==> config.mk <==
export PLATFORM = sky130hd
export DESIGN_NAME = deser_8way
export DESIGN_NICKNAME = d
export VERILOG_FILES = /design/src/rtl/deser_8way.sv
export SDC_FILE = /design/constraint.sdc
export NUM_CORES = 1
export LEC_CHECK = 0
export BUFFER_PORTS_ARGS = -buffer_cell sky130_fd_sc_hd__buf_2
export CORE_ASPECT_RATIO = 0.9
export CORE_MARGIN = 2
export CORE_UTILIZATION = 30
export CTS_BUF_LIST = sky130_fd_sc_hd__clkbuf_8
export CTS_CLUSTER_DIAMETER = 60
export DETAILED_ROUTE_END_ITERATION = 8
export GPL_TIMING_DRIVEN = 0
export HOLD_SLACK_MARGIN = 0.03
export PLACE_DENSITY = 0.54
export SYNTH_ARGS = -nofsm -noshare
export SYNTH_HDL_FRONTEND = slang
export SYNTH_SLANG_ARGS = --single-unit
==> constraint.sdc <==
create_clock -name clk -period 3.1 [get_ports clk]
set_clock_uncertainty 0.15 [all_clocks]
set_input_delay 0.155 -clock clk [delete_from_list [all_inputs] [get_ports clk]]
set_output_delay 0.155 -clock clk [all_outputs]
set_load 0.02 [all_outputs]
==> src/rtl/deser_8way.sv <==
// Serial-to-parallel receiver: rebuilds an 8-bit word from a framed bit stream.
// A start bit opens a frame; the 8th accepted bit publishes the word.
module deser_8way #(
    parameter bit MSB_FIRST = 1'b0
) (
    input  logic clk,
    input  logic reset,
    input  logic din,
    input  logic din_valid,
    input  logic start,
    output logic out0,
    output logic out1,
    output logic out2,
    output logic out3,
    output logic out4,
    output logic out5,
    output logic out6,
    output logic out7,
    output logic s0,
    output logic s1,
    output logic s2,
    output logic busy,
    output logic done,
    output logic err
);

    typedef enum logic {
        IDLE = 1'b0,
        RECV = 1'b1
    } state_t;

    state_t     state, state_nxt;
    logic [2:0] cnt, cnt_nxt;
    logic [2:0] idx;
    logic [2:0] slot;
    logic       wr;
    logic       clr_buf;
    logic       ld_out;
    logic       done_nxt;
    logic       err_nxt;
    logic [7:0] wr_en;
    logic [7:0] buf_q;
    logic [7:0] buf_nxt;
    logic [7:0] word_q;

    always_ff @(posedge clk or posedge reset) begin
        if (reset) begin
            state <= IDLE;
            cnt   <= 3'd0;
            done  <= 1'b0;
            err   <= 1'b0;
        end else begin
            state <= state_nxt;
            cnt   <= cnt_nxt;
            done  <= done_nxt;
            err   <= err_nxt;
        end
    end

    always_comb begin
        state_nxt = state;
        cnt_nxt   = cnt;
        idx       = cnt;
        wr        = 1'b0;
        clr_buf   = 1'b0;
        ld_out    = 1'b0;
        done_nxt  = 1'b0;
        err_nxt   = 1'b0;
        if (din_valid) begin
            unique case (state)
                IDLE: begin
                    if (start) begin
                        state_nxt = RECV;
                        cnt_nxt   = 3'd1;
                        idx       = 3'd0;
                        wr        = 1'b1;
                        clr_buf   = 1'b1;
                    end
                end
                RECV: begin
                    if (start) begin
                        // Restart: the partial frame is dropped
                        cnt_nxt = 3'd1;
                        idx     = 3'd0;
                        wr      = 1'b1;
                        clr_buf = 1'b1;
                        err_nxt = 1'b1;
                    end else begin
                        wr      = 1'b1;
                        cnt_nxt = cnt + 3'd1;
                        if (cnt == 3'd7) begin
                            state_nxt = IDLE;
                            ld_out    = 1'b1;
                            done_nxt  = 1'b1;
                        end
                    end
                end
            endcase
        end
    end

    assign slot  = MSB_FIRST ? (3'd7 - idx) : idx;
    assign wr_en = wr ? (8'b1 << slot) : 8'b0;

    always_comb begin
        for (int i = 0; i < 8; i++) begin
            if (wr_en[i]) buf_nxt[i] = din;
            else if (clr_buf) buf_nxt[i] = 1'b0;
            else buf_nxt[i] = buf_q[i];
        end
    end

    always_ff @(posedge clk or posedge reset) begin
        if (reset) begin
            buf_q <= 8'b0;
        end else begin
            for (int i = 0; i < 8; i++) begin
                if (wr_en[i] || clr_buf) buf_q[i] <= buf_nxt[i];
            end
        end
    end

    // The completing bit goes straight into the output bank with the buffer
    always_ff @(posedge clk or posedge reset) begin
        if (reset) word_q <= 8'b0;
        else if (ld_out) word_q <= buf_nxt;
    end

    always_comb begin
        busy = (state == RECV);
        s0   = cnt[0];
        s1   = cnt[1];
        s2   = cnt[2];
    end

    assign out0 = word_q[0];
    assign out1 = word_q[1];
    assign out2 = word_q[2];
    assign out3 = word_q[3];
    assign out4 = word_q[4];
    assign out5 = word_q[5];
    assign out6 = word_q[6];
    assign out7 = word_q[7];

endmodule
== Word level (Yosys, flattened, before mapping) ==
Cells that the tools add are included.

* Flip-flop bits (word level): 22
* Logic and storage cells: 62

* Add/subtract/negate cells: 1
* Equal/unequal tests: 2
* Shift-type cells: 1
* Mux-type cells: 35
* Bitwise logic cells: 1
* Reductions and logical operators: 9

{| class="wikitable"
|+ Operator list
! cell !! number
|-
| 1-bit 2-to-1 mux || 27
|-
| 3-bit 2-to-1 mux || 4
|-
| 1-bit logical OR || 8
|-
| 8-bit 2-to-1 mux || 1
|-
| 1-bit by 3-bit left shift with 8-bit output (first input constant) || 1
|-
| 3-bit one-hot mux with 2 select lines || 1
|-
| 1-bit one-hot mux with 2 select lines || 2
|-
| 3-bit by 1-bit adder with 3-bit output (second input constant) || 1
|-
| 3-bit == test (second input constant) || 1
|-
| 2-bit != test (second input constant) || 1
|-
| 2-bit AND reduction || 1
|-
| 1-bit inverter || 1
|}

== Depth between registers and ports, before layout ==
Gate-level depths: netlist (run 1).

* Depth in word-level cells: 5
* Depth in mapped cells: 7
* Mapped depth without buffers: 5

== Worst setup path after synthesis (run 1) ==
Ideal clock, no wire load.

* Path type: reg-to-reg
* Start: register cnt[1]
* End: register word_q[0]
* Setup time: 123 ps
* Data arrival time: 1552 ps
* Required time: 2827 ps
* Setup slack: 1275 ps
* Stages on the path, launching flop included: 8
* Buffers on the path: 2
* Period minus slack after synthesis: 1825 ps
* Path through: dfrtp_1 ha_1 ha_1 and4b_1 buf_4 buf_4 nor2_1 a21oi_1

* Word-level cells in the longest chain between the ends: 5

{| class="wikitable"
|+ Ends and longest elaborated chain
! item !! line !! text
|-
| start, declared || 33 || <nowiki>logic [2:0] cnt, cnt_nxt;</nowiki>
|-
| start signal, assigned || 54 || <nowiki>cnt <= cnt_nxt;</nowiki>
|-
| 3-bit == test || 91 || <nowiki>if (cnt == 3'd7) begin</nowiki>
|-
| 1-bit 2-to-1 mux (4 in series) || n/a ||
|-
| via done_nxt || 39 || <nowiki>logic done_nxt;</nowiki>
|-
| end signal, assigned || 126 || <nowiki>else if (ld_out) word_q <= buf_nxt;</nowiki>
|-
| end, declared || 44 || <nowiki>logic [7:0] word_q;</nowiki>
|}

The timed path passes the listed nets, and every way through them passes these cells.
A chain may end at the register's enable or synchronous reset.

== Worst setup path after layout (run 1) ==
Same ends and word-level chain as after synthesis.

==> results of run 1 <==
## registers in the layout (all words and copies together) (netlist names)
register	count
busy	1
err	1
buf_q	8
done	1
cnt	3
word_q	8
## routing by layer
layer  up-vias  track usage
met5         -            0
li1        409            -
met2        16        0.192
met1       366        0.160
met4         0       0.0262
met3         4       0.0445
## cells in the mapped netlist
cell       count  area [sq um]
mux2_4         1          15.0
nand2_1       16          60.1
o211ai_1       6          45.0
nand4bb_1      2          22.5
nor4b_4        1          23.8
a21oi_1        2          10.0
nand4b_1       1          8.76
o22ai_1        2          12.5
buf_4          3          22.5
buf_2          3          15.0
o21ai_0        1          5.00
a31oi_2        1          12.5
o21ai_2        1          8.76
ha_1           2          25.0
a31oi_1        6          37.5
nand2b_1       1          6.26
and4bb_2       2          25.0
nand3_1        3          15.0
a221o_1        1          10.0
mux2i_1        1          10.0
nor2_2         1          6.26
and4b_4        1          13.8
and4b_1        2          20.0
a22o_1         1          8.76
inv_1          5          18.8
o21a_1         2          15.0
nor2_1         8          30.0
and3b_1        1          8.76
and3_1         2          12.5
dfrtp_1       22           551
## stage by stage
stage	hold slack, ns	util	setup WS (ns)	area, sq um
detailed placement	0.218	0.357	1.23	1210
finish	0.0432	0.372	1.24	1270
global route	0.0417	0.372	1.09	1270
global placement	0.219	0.357	1.23	1210
CTS	0.0361	0.372	1.22	1270
floorplan	-0.00577	-	1.28	1070
## power breakdown
group,total [mW],switching [mW],internal [mW]
clock network,0.174,0.0874,0.0867
logic,0.326,0.192,0.134
registers,0.420,0.0598,0.360
total,0.920,0.339,0.581
## logic make-up (layout without fill, tap and decap cells)
family | count (synthesis) | in the layout | synth area share
flops | 22 | 22 | 0.512
fa+ha+maj | 2 | 2 | 0.0233
simple gates | 41 | 41 | 0.235
compound gates | 23 | 23 | 0.154
buf+inv | 11 | 32 | 0.0524
mux | 2 | 2 | 0.0233
## cells in the final DEF, fill, tap and decap left out, types with 2 or more instances in the layout
cell | synthesis | layout
buf_2 | 3 | 20
and4b_1 | 2 | 2
nand3_1 | 3 | 3
nor2_1 | 8 | 8
a31oi_1 | 6 | 6
o22ai_1 | 2 | 2
o211ai_1 | 6 | 6
o21a_1 | 2 | 2
buf_4 | 3 | 3
nand2_1 | 16 | 16
nand4bb_1 | 2 | 2
and3_1 | 2 | 2
clkbuf_8 | 0 | 3
and4bb_2 | 2 | 2
inv_1 | 5 | 5
a21oi_1 | 2 | 2
dfrtp_1 | 22 | 22
ha_1 | 2 | 2
## worst reg2reg max path: cells and delay by family, from the launching register on
family / cells / cell delay (ns)
AO/OA/AOI/OAI: 1 / 0.05
adder cells (fa/ha/maj): 2 / 0.43
buffers and inverters: 2 / 0.34
flip-flops: 1 / 0.52
AND/OR/NAND/NOR: 2 / 0.27
## layout make-up
class	instances	area share
tap	44	0.0435
timing repair buffer	18	0.0751
clock buffer	3	0.0326
buffer	6	0.0296
sequential	22	0.435
multi-input combinational	68	0.370
inverter	5	0.0148
## worst max path at each step
| stage | from | endpoint | slack, ns | cells past startpoint |
|---|---|---|---|---|
| 2_1_floorplan | cnt[1] | word_q[0] | 1.28 | 7 |
| 3_3_place_gp | cnt[1] | word_q[0] | 1.23 | 7 |
| 3_5_place_dp | cnt[1] | word_q[0] | 1.23 | 7 |
| 4_1_cts | cnt[1] | word_q[0] | 1.22 | 7 |
| 5_1_grt | cnt[1] | word_q[0] | 1.09 | 7 |
| 6_report | cnt[1] | word_q[0] | 1.24 | 7 |
==> results.yml, run 1 <==
outcome:
  status: "completed"
hold_path:
  hp-start: "din"
  hold_end: "buf_q[0]"
  hold_class: "in2reg"
  hold_depth: 2
cts:
  htree_levels: 1
  path_clk_slew_ns: 0.08
  clk_latency_ns: 0.26
  post_cts_buffers: 0
  cts_max_path_buffers: 2
  cts_tree: "done"
  hold_buffers: 1
  cts-root-buf: "clkbuf_8"
  cts.sinks: 22
  cts_made_buffers: 3
  cts_resized: 0
sta:
  max_slew_margin: 0.442
  fin_crit_sh: 0.601
  setup_viol: 0
  tightest_slew_ns: 0.835
  rsz0062_at_grt: "false"
  fin_setup_tns_ns: 0
  hold_viol_final: 0
  slew_violations: 0
  max_freq_mhz: 537
  fin_crit_ns: 1.86
placed_design:
  place.detailed.hpwl_um: 1580
  gp_congestion: 0.784
  io_buffers: 17
  dp.cells: 162
floorplanning:
  core_area_sq_mm: 0.00340
  die_h_um: 60.8
  ios: 19
  die_x_um: 67.1
  dieArea_sq_mm: 0.00408
  num_rows: 20
  start_util: 0.316
setup_path:
  worstReg2RegEnd: "word_q[0]"
  r2r_cells: 7
  cp.arrival_ns: 1.86
  cp.required_ns: 3.10
  r2r_start: "cnt[1]"
  start_kind: "flip-flop"
  r2r_slack_ns: 1.24
  crit_buf_inv: 2
  critPathSlowestCell: "dfrtp_1"
  worstPathCellList: "ha_1 > ha_1 > and4b_1 > buf_4 > buf_4 > nor2_1 > a21oi_1"
  cp_max_fo: 11
  crit_family: "flip-flops"
  max_stage_delay_ns: 0.52
  crit_type: "reg2reg"
  crit_path_end_kind: "flip-flop"
synth:
  ys_seq_area_frac: 0.512
  synth_cell_types: 30
  ys_warn_count: 0
  netlist_instances: 101
  synth.net_count: 108
  syn-mean-instance-area_sq_um: 10.6
  syn_area_sq_mm: 0.00107
  ys_ff_latch: 22
route:
  vias: 795
  drc: 0
  drtIter0Drc: 11
  first_pass_iters: 4
  wl_met3_um: 103
  dr.max_layer_used: "met4"
  postRouteAntennaNets: 0
  drt_wl_total_um: 2130
  met1_length_um: 1020
  vias_per_cell: 4.79
  wire_per_inst_um: 12.8
  dr_wl_met2_um: 978
global_route:
  grt_pass1_wl_um: 3660
  overflow: 0
  grt_pass1_vias: 777
  globalRouteTotalUtil: 0.121
  grt_max_degree: 23
  antenna_found_initial: 0
cells_and_area:
  num_antenna_cells: 0
  nNetsFinal: 131
  ff_latch_area_sq_um: 551
  fillers: 383
  syn_to_final_growth_pct: 17.8
  instances_no_fill: 166
  drive_gt1_frac: 0.279
  multi_input_area_sq_um: 468
flow_run:
  drv_cap: 0
pwr:
  p_per_area_mw_per_mm2: 727
  peakVddDrop_mv: 0.371
  finalPower_mw: 0.920
  leakage_nw: 0.635
No activity file was read; power rests on OpenSTA's default activity.
==> inputs of run 2 (changes only) <==
PLACE_DENSITY = 0.56   (was 0.54)
clock period = 1.7 ns   (was 3.1 ns; I/O delays follow)
==> results.yml, run 2 (synthesis gave the netlist of run 1 again) <==
sta:
  fin_ws_ns: 0.0658
  hold_viol_final: 0
  max_freq_mhz: 612
  setup_viol: 0
  slew_violations: 0
  fin_setup_tns_ns: 0
  max_slew_margin: 0.420
  holdWs_ns: 0.0964
  rsz0062_at_grt: "false"
  fin_crit_sh: 0.961
  fin_crit_ns: 1.63
  tightest_slew_ns: 0.869
setup_path:
  critPathSlowestCell: "dfrtp_2"
  crit_buf_inv: 2
  cp_max_fo: 10
  crit_path_end_kind: "flip-flop"
  cp.required_ns: 1.70
  start_kind: "flip-flop"
  crit_family: "flip-flops"
  max_stage_delay_ns: 0.43
  r2r_slack_ns: 0.07
  cp.arrival_ns: 1.64
  worstPathCellList: "ha_4 > ha_1 > and4b_1 > buf_4 > buf_6 > nor2_2 > a21oi_1"
  crit_type: "reg2reg"
floorplanning:
  num_rows: 20
  dieArea_sq_mm: 0.00408
  die_h_um: 60.8
  core_area_sq_mm: 0.00340
  ios: 19
  die_x_um: 67.1
  start_util: 0.316
global_route:
  antenna_found_initial: 0
  grt_pass1_vias: 828
  overflow: 0
  globalRouteTotalUtil: 0.130
  grt_pass1_wl_um: 3940
  grt_max_degree: 23
pwr:
  leakage_nw: 0.655
  switching_share: 0.363
  finalPower_mw: 1.79
  p_per_area_mw_per_mm2: 1340
  p_comb_frac: 0.369
  p_switching_mw: 0.652
  pwr-share-clk: 0.211
  sequentialPowerShare: 0.420
  peakVddDrop_mv: 0.571
  p_int_mw: 1.14
placed_design:
  io_buffers: 17
  place.detailed.hpwl_um: 1640
  gp_congestion: 0.741
  preCtsSetupSlack_ns: -0.0586
cells_and_area:
  drive_gt1_frac: 0.349
  fillers: 359
  reg_top3: "buf_q x8, word_q x8, cnt x3"
  final_common_cell: "buf_2"
  nNetsFinal: 134
  syn_to_final_growth_pct: 24.7
  final_cell_mix: "buf_2 (20), dfrtp_1 (19), nand2_1 (16)"
  num_antenna_cells: 0
route:
  drt_wl_total_um: 2290
  drtIter0Drc: 39
  drc: 0
  vias: 848
  postRouteAntennaNets: 0
  first_pass_iters: 4
  wire_per_inst_um: 13.5
  vias_per_cell: 4.99
hold_path:
  hold_class: "in2reg"
cts:
  htree_levels: 1
  cts_tree: "done"
  clk_latency_ns: 0.26
  path_clk_slew_ns: 0.08
  cts-root-buf: "clkbuf_8"
  cts.sinks: 22
  cts_made_buffers: 3
  cts_max_path_buffers: 2
flow_run:
  drv_cap: 0
outcome:
  status: "completed"
## run 2: cell count changes in the layout (fill, tap and decap cells not counted)
cell           change
a31oi_1            -2
clkbuf_8           +1
buf_4              +1
nor2_2             +1
nor2_1             -1
buf_6              +1
ha_1               -1
a31oi_2            +2
dfrtp_1            -3
dfrtp_2            +3
dlygate4sd3_1      +1
ha_4               +1
## run 2: timing repair
action,CTS,global route
pin swaps,0,0
setup endpoints to repair,8,2
hold endpoints to repair,25,0
setup buffers,2,0
hold buffers,2,0
resized for setup,1,3
## run 2: metrics by stage
stage,area (sq um),cells,util
global route,1340,170,0.394
CTS,1330,170,0.389
floorplan,1090,101,-
finish,1340,170,0.394
global placement,1230,162,0.363
detailed placement,1230,162,0.363
## run 2: tightest hold or removal path: stages
cell,delay [ns]
buf_4,0.13
a221o_1,0.19
nand2_1,0.06
## run 2: path summary, 6_finish.rpt
kind	startpoint	endpoint	cells past startpoint
worst max-delay path	cnt[1]	word_q[0]	7
worst min-delay path	din_valid	buf_q[1]	3
worst max register to register	cnt[1]	word_q[0]	7
worst min register to register	buf_q[0]	buf_q[0]	1
max in group asynchronous	reset	cnt[0]	3
min in group asynchronous	reset	buf_q[4]	3
## run 2: metal layers
layer	GRT usage	share of wire	vias to the layer above
met5	0	0	-
met4	0.0262	0.0035	0
met3	0.0445	0.043	2
met2	0.211	0.46	15
met1	0.172	0.49	418
li1	-	-	413
## run 2: layout make-up
class,instances,area (sq um),area share
plain buffers,6,41.3,0.0308
clock buffers,4,55.1,0.0411
inverters,5,18.8,0.0140
multi-input cells,68,495,0.370
flip-flops and latches,22,554,0.414
well taps,44,55.1,0.0411
repair buffers,21,120,0.0896
## run 2: power groups by stage
stage	clock, mW	sequential (mW)	combinational [mW]
final	0.379	0.754	0.661
after global routing	0.416	0.774	0.725
after CTS	0.395	0.757	0.659
after detailed placement	0	0.793	0.609
after global placement	0	0.784	0.601
after floorplan	0	0.918	0.283
